**src/rtl/stopwatch_pkg.sv**
```systemverilog
// Shared stopwatch definitions: default MM:SS digit bases, digit type and
// the editor state encoding.
package stopwatch_pkg;

    localparam int SW_DIGIT_W    = 4;
    localparam int SW_NUM_DIGITS = 4;

    // Digit 0 is seconds units, digit 3 is tens of minutes.
    localparam logic [SW_DIGIT_W*SW_NUM_DIGITS-1:0] SW_BASES = {4'd6, 4'd10, 4'd6, 4'd10};

    typedef logic [SW_DIGIT_W-1:0] digit_t;

    typedef enum logic {
        IDLE = 1'b0,
        EDIT = 1'b1
    } state_e;

endpackage

```
**src/rtl/digit_editor_btn_repeat.sv**
```systemverilog
// Rising-edge detector for a debounced button with optional hold-to-repeat.
// fire pulses on the press edge, again REPEAT_DELAY cycles later if still
// held, then every REPEAT_PERIOD cycles until release. clr suppresses fire and
// keeps the timers idle; the edge detector keeps tracking so a button already
// held when clr drops does not count as a fresh press.
module btn_repeat #(
    parameter int REPEAT_DELAY  = 50_000_000,
    parameter int REPEAT_PERIOD = 10_000_000,
    parameter bit REPEAT_EN     = 1'b1
) (
    input  logic clk,
    input  logic rst_n,
    input  logic btn,
    input  logic clr,
    output logic fire
);

    localparam int CMAX  = (REPEAT_DELAY > REPEAT_PERIOD) ? REPEAT_DELAY : REPEAT_PERIOD;
    localparam int CNT_W = $clog2(CMAX + 1);
    localparam logic [CNT_W-1:0] DLY_C = CNT_W'(REPEAT_DELAY);
    localparam logic [CNT_W-1:0] PER_C = CNT_W'(REPEAT_PERIOD);

    logic             btn_q;
    logic [CNT_W-1:0] cnt_q, cnt_d;
    logic             rep_q, rep_d;
    logic             rise, rep_fire;

    // Timer: 0 = idle, otherwise cycles since the last step (press or repeat).
    always_comb begin
        rise     = btn & ~btn_q;
        cnt_d    = cnt_q;
        rep_d    = rep_q;
        rep_fire = 1'b0;
        if (clr || !btn || !REPEAT_EN) begin
            cnt_d = '0;
            rep_d = 1'b0;
        end else if (rise) begin
            cnt_d = CNT_W'(1);
            rep_d = 1'b0;
        end else if (cnt_q != '0) begin
            if (cnt_q == (rep_q ? PER_C : DLY_C)) begin
                rep_fire = 1'b1;
                cnt_d    = CNT_W'(1);
                rep_d    = 1'b1;
            end else begin
                cnt_d = cnt_q + 1'b1;
            end
        end
        fire = ~clr & (rise | rep_fire);
    end

    // Edge-detect history and repeat timer registers.
    always_ff @(posedge clk or negedge rst_n) begin
        if (!rst_n) begin
            btn_q <= 1'b0;
            cnt_q <= '0;
            rep_q <= 1'b0;
        end else begin
            btn_q <= btn;
            cnt_q <= cnt_d;
            rep_q <= rep_d;
        end
    end

endmodule

```
**src/rtl/digit_editor.sv**
```systemverilog
// Mixed-radix multi-digit value editor for the stopwatch front panel.
// Owns the value while edit_en is high; cursor moves with left/right, the
// cursor digit steps with up/down (with carry/borrow and auto-repeat) and
// blinks on the active-low anode mask.
module digit_editor
    import stopwatch_pkg::*;
#(
    parameter int NUM_DIGITS    = SW_NUM_DIGITS,
    parameter int DIGIT_W       = SW_DIGIT_W,
    parameter logic [DIGIT_W*NUM_DIGITS-1:0] BASES = SW_BASES,
    parameter int CARRY_MODE    = 1,
    parameter int CURSOR_WRAP   = 0,
    parameter int REPEAT_DELAY  = 50_000_000,
    parameter int REPEAT_PERIOD = 10_000_000,
    parameter int BLINK_HALF    = 25_000_000
) (
    input  logic                            clk,
    input  logic                            rst_n,
    input  logic                            edit_en,
    input  logic                            btn_up,
    input  logic                            btn_down,
    input  logic                            btn_left,
    input  logic                            btn_right,
    input  logic [DIGIT_W*NUM_DIGITS-1:0]   load_value,
    output logic [DIGIT_W*NUM_DIGITS-1:0]   value,
    output logic                            commit,
    output logic [$clog2(NUM_DIGITS)-1:0]   cursor,
    output logic [NUM_DIGITS-1:0]           an_mask_n
);

    localparam int VW = DIGIT_W * NUM_DIGITS;
    localparam int CW = $clog2(NUM_DIGITS);
    localparam int BW = $clog2(BLINK_HALF + 1);
    localparam logic [CW-1:0] TOP = CW'(NUM_DIGITS - 1);

    state_e          state_q, state_d;
    logic [VW-1:0]   value_q, value_d;
    logic [CW-1:0]   cursor_q, cursor_d;
    logic            commit_q, commit_d;
    logic [BW-1:0]   blink_cnt_q, blink_cnt_d;
    logic            blink_off_q, blink_off_d;

    logic [VW-1:0]   inc_val, dec_val, load_san, max_val;
    logic            carry_top, borrow_top;
    logic            in_edit, ud_clr, lr_clr;
    logic            up_fire, dn_fire, l_fire, r_fire, mv_l, mv_r, act_any;

    assign in_edit = (state_q == EDIT);
    // Pressing up and down together cancels both steps and both repeat timers.
    assign ud_clr  = ~in_edit | (btn_up & btn_down);
    assign lr_clr  = ~in_edit;

    btn_repeat #(.REPEAT_DELAY(REPEAT_DELAY), .REPEAT_PERIOD(REPEAT_PERIOD), .REPEAT_EN(1'b1))
        u_up    (.clk(clk), .rst_n(rst_n), .btn(btn_up),    .clr(ud_clr), .fire(up_fire));
    btn_repeat #(.REPEAT_DELAY(REPEAT_DELAY), .REPEAT_PERIOD(REPEAT_PERIOD), .REPEAT_EN(1'b1))
        u_down  (.clk(clk), .rst_n(rst_n), .btn(btn_down),  .clr(ud_clr), .fire(dn_fire));
    btn_repeat #(.REPEAT_DELAY(1), .REPEAT_PERIOD(1), .REPEAT_EN(1'b0))
        u_left  (.clk(clk), .rst_n(rst_n), .btn(btn_left),  .clr(lr_clr), .fire(l_fire));
    btn_repeat #(.REPEAT_DELAY(1), .REPEAT_PERIOD(1), .REPEAT_EN(1'b0))
        u_right (.clk(clk), .rst_n(rst_n), .btn(btn_right), .clr(lr_clr), .fire(r_fire));

    assign mv_l    = l_fire & ~r_fire;
    assign mv_r    = r_fire & ~l_fire;
    assign act_any = up_fire | dn_fire | mv_l | mv_r;

    // Per-digit step logic. A base field of 0 encodes base 2^DIGIT_W, which
    // makes DMAX all ones. Carry/borrow enters at the cursor digit and ripples
    // upward combinationally when CARRY_MODE is set.
    for (genvar gi = 0; gi < NUM_DIGITS; gi++) begin : g_dig
        localparam logic [DIGIT_W-1:0] DMAX = DIGIT_W'(BASES[gi*DIGIT_W +: DIGIT_W] - 1);
        logic [DIGIT_W-1:0] d, ld;
        logic               sel, cin, cout, bin, bout;

        assign d   = value_q[gi*DIGIT_W +: DIGIT_W];
        assign ld  = load_value[gi*DIGIT_W +: DIGIT_W];
        assign sel = (cursor_q == CW'(gi));

        if (gi == 0 || CARRY_MODE == 0) begin : g_local
            assign cin = sel;
            assign bin = sel;
        end else begin : g_chain
            assign cin = sel | g_dig[gi-1].cout;
            assign bin = sel | g_dig[gi-1].bout;
        end

        assign cout = cin & (d == DMAX);
        assign bout = bin & (d == '0);

        assign inc_val[gi*DIGIT_W +: DIGIT_W]  = !cin ? d : ((d == DMAX) ? '0 : d + 1'b1);
        assign dec_val[gi*DIGIT_W +: DIGIT_W]  = !bin ? d : ((d == '0) ? DMAX : d - 1'b1);
        assign load_san[gi*DIGIT_W +: DIGIT_W] = (ld > DMAX) ? '0 : ld;
        assign max_val[gi*DIGIT_W +: DIGIT_W]  = DMAX;

        // Selected digit follows the blink phase; all digits lit outside edit.
        assign an_mask_n[gi] = in_edit ? (sel ? blink_off_q : 1'b1) : 1'b0;
    end

    assign carry_top  = (CARRY_MODE != 0) && g_dig[NUM_DIGITS-1].cout;
    assign borrow_top = (CARRY_MODE != 0) && g_dig[NUM_DIGITS-1].bout;

    // Next-state: edit entry/exit, value steps, cursor moves and blink phase.
    always_comb begin
        state_d     = state_q;
        value_d     = value_q;
        cursor_d    = cursor_q;
        commit_d    = 1'b0;
        blink_cnt_d = blink_cnt_q;
        blink_off_d = blink_off_q;
        case (state_q)
            IDLE: begin
                if (edit_en) begin
                    state_d     = EDIT;
                    value_d     = load_san;
                    cursor_d    = TOP;
                    blink_cnt_d = '0;
                    blink_off_d = 1'b0;
                end
            end
            EDIT: begin
                if (!edit_en) begin
                    state_d     = IDLE;
                    commit_d    = 1'b1;
                    blink_cnt_d = '0;
                    blink_off_d = 1'b0;
                end else begin
                    if (blink_cnt_q == BW'(BLINK_HALF - 1)) begin
                        blink_cnt_d = '0;
                        blink_off_d = ~blink_off_q;
                    end else begin
                        blink_cnt_d = blink_cnt_q + 1'b1;
                    end
                    // Step uses the current cursor; any move lands afterwards.
                    if (up_fire) begin
                        value_d = carry_top ? '0 : inc_val;
                    end else if (dn_fire) begin
                        value_d = borrow_top ? max_val : dec_val;
                    end
                    if (mv_l) begin
                        cursor_d = (cursor_q == TOP) ? ((CURSOR_WRAP != 0) ? '0 : TOP)
                                                     : cursor_q + 1'b1;
                    end else if (mv_r) begin
                        cursor_d = (cursor_q == '0) ? ((CURSOR_WRAP != 0) ? TOP : '0)
                                                    : cursor_q - 1'b1;
                    end
                    if (act_any) begin
                        blink_cnt_d = '0;
                        blink_off_d = 1'b0;
                    end
                end
            end
            default: state_d = IDLE;
        endcase
    end

    // State and datapath registers.
    always_ff @(posedge clk or negedge rst_n) begin
        if (!rst_n) begin
            state_q     <= IDLE;
            value_q     <= '0;
            cursor_q    <= TOP;
            commit_q    <= 1'b0;
            blink_cnt_q <= '0;
            blink_off_q <= 1'b0;
        end else begin
            state_q     <= state_d;
            value_q     <= value_d;
            cursor_q    <= cursor_d;
            commit_q    <= commit_d;
            blink_cnt_q <= blink_cnt_d;
            blink_off_q <= blink_off_d;
        end
    end

    assign value  = value_q;
    assign commit = commit_q;
    assign cursor = cursor_q;

endmodule

```
**config.mk**
```make
export PLATFORM = sky130hd
export DESIGN_NAME = digit_editor
export DESIGN_NICKNAME = d
export VERILOG_FILES = /design/src/rtl/stopwatch_pkg.sv /design/src/rtl/digit_editor_btn_repeat.sv /design/src/rtl/digit_editor.sv
export SDC_FILE = /design/constraint.sdc
export NUM_CORES = 1
export LEC_CHECK = 0
export BUFFER_PORTS_ARGS = -buffer_cell sky130_fd_sc_hd__buf_4
export CORE_UTILIZATION = 57
export CTS_CLUSTER_SIZE = 30
export DETAILED_ROUTE_END_ITERATION = 6
export PLACE_DENSITY = 0.87
export SLEW_MARGIN = 20
export SYNTH_ARGS = -nofsm -noshare
export SYNTH_HDL_FRONTEND = slang
export SYNTH_SLANG_ARGS = --single-unit
```
**constraint.sdc**
```tcl
create_clock -name clk -period 6.4 [get_ports clk]
set_clock_uncertainty 0.2 [all_clocks]
set_input_delay 1.28 -clock clk [delete_from_list [all_inputs] [get_ports clk]]
set_output_delay 1.28 -clock clk [all_outputs]
set_load 0.05 [all_outputs]
```
==> impl_results.md <==
* Cell Pwr Density at 318 mW/mm^2
* Max incr delay on CP at 0.96 ns
* Tcrit/Tclk final at 58.0%
* DRT iter0 DRCs at 411
* Top cells by area, synth: dfrtp_1 (40%), nor2_1 (5.6%), nand3_1 (4.2%)
* Met2 WL at 7300 um
* WL met1 at 6480 um
* Layout cells sized above 1 at 11.5%
* DP Area at 0.00682 sq mm
* Arr. time, crit path at 2.23 ns
* DIE HEIGHT at 108 um
* Congestion Overflow GR at 0
* Post-layout worst setup margin at 2.69 ns
* Remaining antenna violation count at 0
* Fin. Hold Viols at 0
* Most common cell in the netlist: dfrtp_1
* VDD IR max at 0.429 mV
* Layout area overhead at 10.8%
* Die Wd at 108 um
* Worst-path cell chain: inv_1 > a21oi_1 > buf_4
* Largest area contributor in the netlist: dfrtp_1
* Bufs and invs on worst path at 2
* Number of synthesized flops with an enable pin at 0
* Io pins at 46
* Vias in the first global route at 5,477
* Main synth FF type: dfrtp_1
* Largest family of logic cells by synthesized area: simple AND/OR/NAND/NOR gates
* Routed wl met3 at 810 um
* Cell area after layout at 0.00714 sq mm
* Netlist cell types at 67
* CP Launch Type: flip-flop
* Deepest clock path buffer count at 2
* Fin crit period at 3.71 ns
* Clock Sinks at 104
* WP depth at 3
* Slowest CP cell: dfrtp_1
* Placement Setup Slack at 2.42 ns
* CTS tree: done
* Power, Total at 2270 uW
* Post-synth top area share at 39.6%
* First-pass GRT wire length at 25,200 um
* Top sig layer: met4
* Part of the Yosys area used for sequential elements at 40.4%
* Clk_lat worst skew at 0.36 ns
* Dpl hpwl at 10,300 um
* Worst Path Required at 4.92 ns
* Max_slew headroom at 30.3%
* N_diodes at 0
* Via count at 5,741
* Initial Util at 59.0%
* Post-Synth Adder-Cell Area at 3.30%
* Gpl congestion at 0.946
* Pleak at 0.00291 uW
* Drt first pass iters at 7
* Htree depth at 3
* Critical path type: reg2out
* Fin nets at 819
* Fin. max-slew vios at 0
* DR DRC count at 0
* Num rows at 38
* Count of hold-fix buffers inserted at cts at 0
* GRT Util Overall at 26.9%
* CTS buffer count at 9
* Syn Inst Count at 748
* Avg WL per Cell at 16.1 um
* Maximum clock frequency at 269 MHz
* Fraction of the mapped netlist area in simple logic gates at 26.2%
* R2R cell count at 6
* Synthesized Nets at 788
* Clk root buf: clkbuf_16
* Setup_tns at 0 ns
* Postcts setup bufs at 0
* Synthesized cell area at 0.00645 sq mm
* RR Startpoint: u_up.cnt_q[22]
* Post-synthesis mux area share at 3.78%
* Synth Register Bits at 104
* Avg Vias per Cell at 6.22
* Finished Core Util at 65.3%
* Top delay family on crit path: flip-flops
* Worst setup EP type: primary output
* Async SR Flop Fraction at 100%
* Synth Area per Inst at 8.62 sq um
* Endpoints failing setup at 0
* Resized cells post-CTS at 0
* Initial antenna violation count at 0
* DRT Wirelength at 14,900 um
* HP Class: reg2reg
* Die area at 0.0117 sq mm
* Most frequent cells after synthesis: dfrtp_1 (102), nor2_1 (96), nand2_1 (58)
* Worst Setup EP: an_mask_n[2]
* RSZ-0062 raised after global routing: no
* Least-Margin Pin Slew at 1.04 ns
* YS warnings at 0
* Max FO, Critical Path at 28
* Clock slew at reported path FFs at 0.07 ns
* Max-cap viol count at 0
* R2r setup slk at 2.71 ns
* Compound-Gate Fraction of Synth Area at 15.3%
* IO Port Bufs at 45
* Core Footprint at 0.0109 sq mm
* Largest net degree at the start of global routing at 71
* Worst Hold Path Cells at 1
* CP startpoint: in_edit
* Xor-xnor portion of the synthesized cell area at 6.11%
* Reg2reg end: value[15]
* Status: complete, no violations
-- worst min path at each step --
stage | startpoint | end
CTS | blink_cnt_q[24] | blink_cnt_q[24]
detailed placement | blink_cnt_q[24] | blink_cnt_q[24]
floorplan | blink_cnt_q[24] | blink_cnt_q[24]
global route | blink_cnt_q[24] | blink_cnt_q[24]
global placement | blink_cnt_q[24] | blink_cnt_q[24]
finish | blink_cnt_q[24] | blink_cnt_q[24]
-- cells by family (layout without fill, tap and decap cells) --
logic type      Yosys count  count (layout)
compound gates          158             158
simple gates            334             334
mux                      23              23
xor+xnor                 45              45
buf+inv                  67             102
flops                   104             104
fa+ha+maj                17              17
-- state kept, by name, indices dropped and copies added, names as in the netlist --
register / flops
u_down.btn_q: 1
u_up.btn_q: 1
u_right.btn_q: 1
blink_cnt_q: 25
value: 16
u_down.rep_q: 1
u_up.rep_q: 1
u_up.cnt_q: 26
in_edit: 1
u_left.btn_q: 1
blink_off_q: 1
cursor: 2
commit: 1
u_down.cnt_q: 26
-- through the flow --
| step | hold WS (ns) | cells |
|---|---|---|
| 6_report | 0.297 | 923 |
| 4_1_cts | 0.296 | 923 |
| 5_1_grt | 0.311 | 923 |
| 3_3_place_gp | 0.283 | 908 |
| 2_1_floorplan | 0.250 | 748 |
| 3_5_place_dp | 0.286 | 908 |
-- layer usage --
metal  vias up  track usage [%]
met5         -                0
met4         0             9.07
met3        35             6.15
met2       211             44.8
met1      2759             34.6
li1       2736                -
-- layout by cell type (no fill, tap or decap), types with 4 or more instances in the layout --
| master | instances |
|---|---|
| o2111ai_1 | 4 |
| nor3_1 | 19 |
| a21oi_1 | 50 |
| mux2_2 | 7 |
| a21o_1 | 4 |
| nor3b_1 | 7 |
| mux2i_1 | 15 |
| and3_1 | 17 |
| ha_1 | 17 |
| or4_1 | 6 |
| buf_4 | 48 |
| a22o_1 | 5 |
| o31ai_1 | 4 |
| and3b_1 | 4 |
| xnor2_1 | 17 |
| nor2_1 | 96 |
| xor2_1 | 28 |
| o21ai_0 | 45 |
| nor4b_1 | 4 |
| or2_2 | 8 |
| a31oi_1 | 4 |
| a211oi_1 | 5 |
| o22ai_1 | 6 |
| o21a_1 | 6 |
| nor4_1 | 11 |
| nand3b_1 | 4 |
| nand2_1 | 58 |
| clkbuf_16 | 9 |
| or3_1 | 13 |
| nand4_1 | 15 |
| inv_1 | 38 |
| nand3_1 | 54 |
| dfrtp_1 | 102 |
-- where the power goes --
part           total, uW  switching, uW  leakage (uW)  internal [uW]
clock network        598            246      0.000155            351
logic                832            524       0.00135            308
registers            839            123       0.00141            716
total               2270            893       0.00291           1380
-- final cells by class --
class	instances	area (sq um)
multi-input cells	577	3530
fillers	879	3790
clock inverters	5	81.3
clock buffers	10	239
well taps	140	175
inverters	39	146
flip-flops and latches	104	2610
repair buffers	48	360
Note: power is estimated with default switching activity, not from simulation.
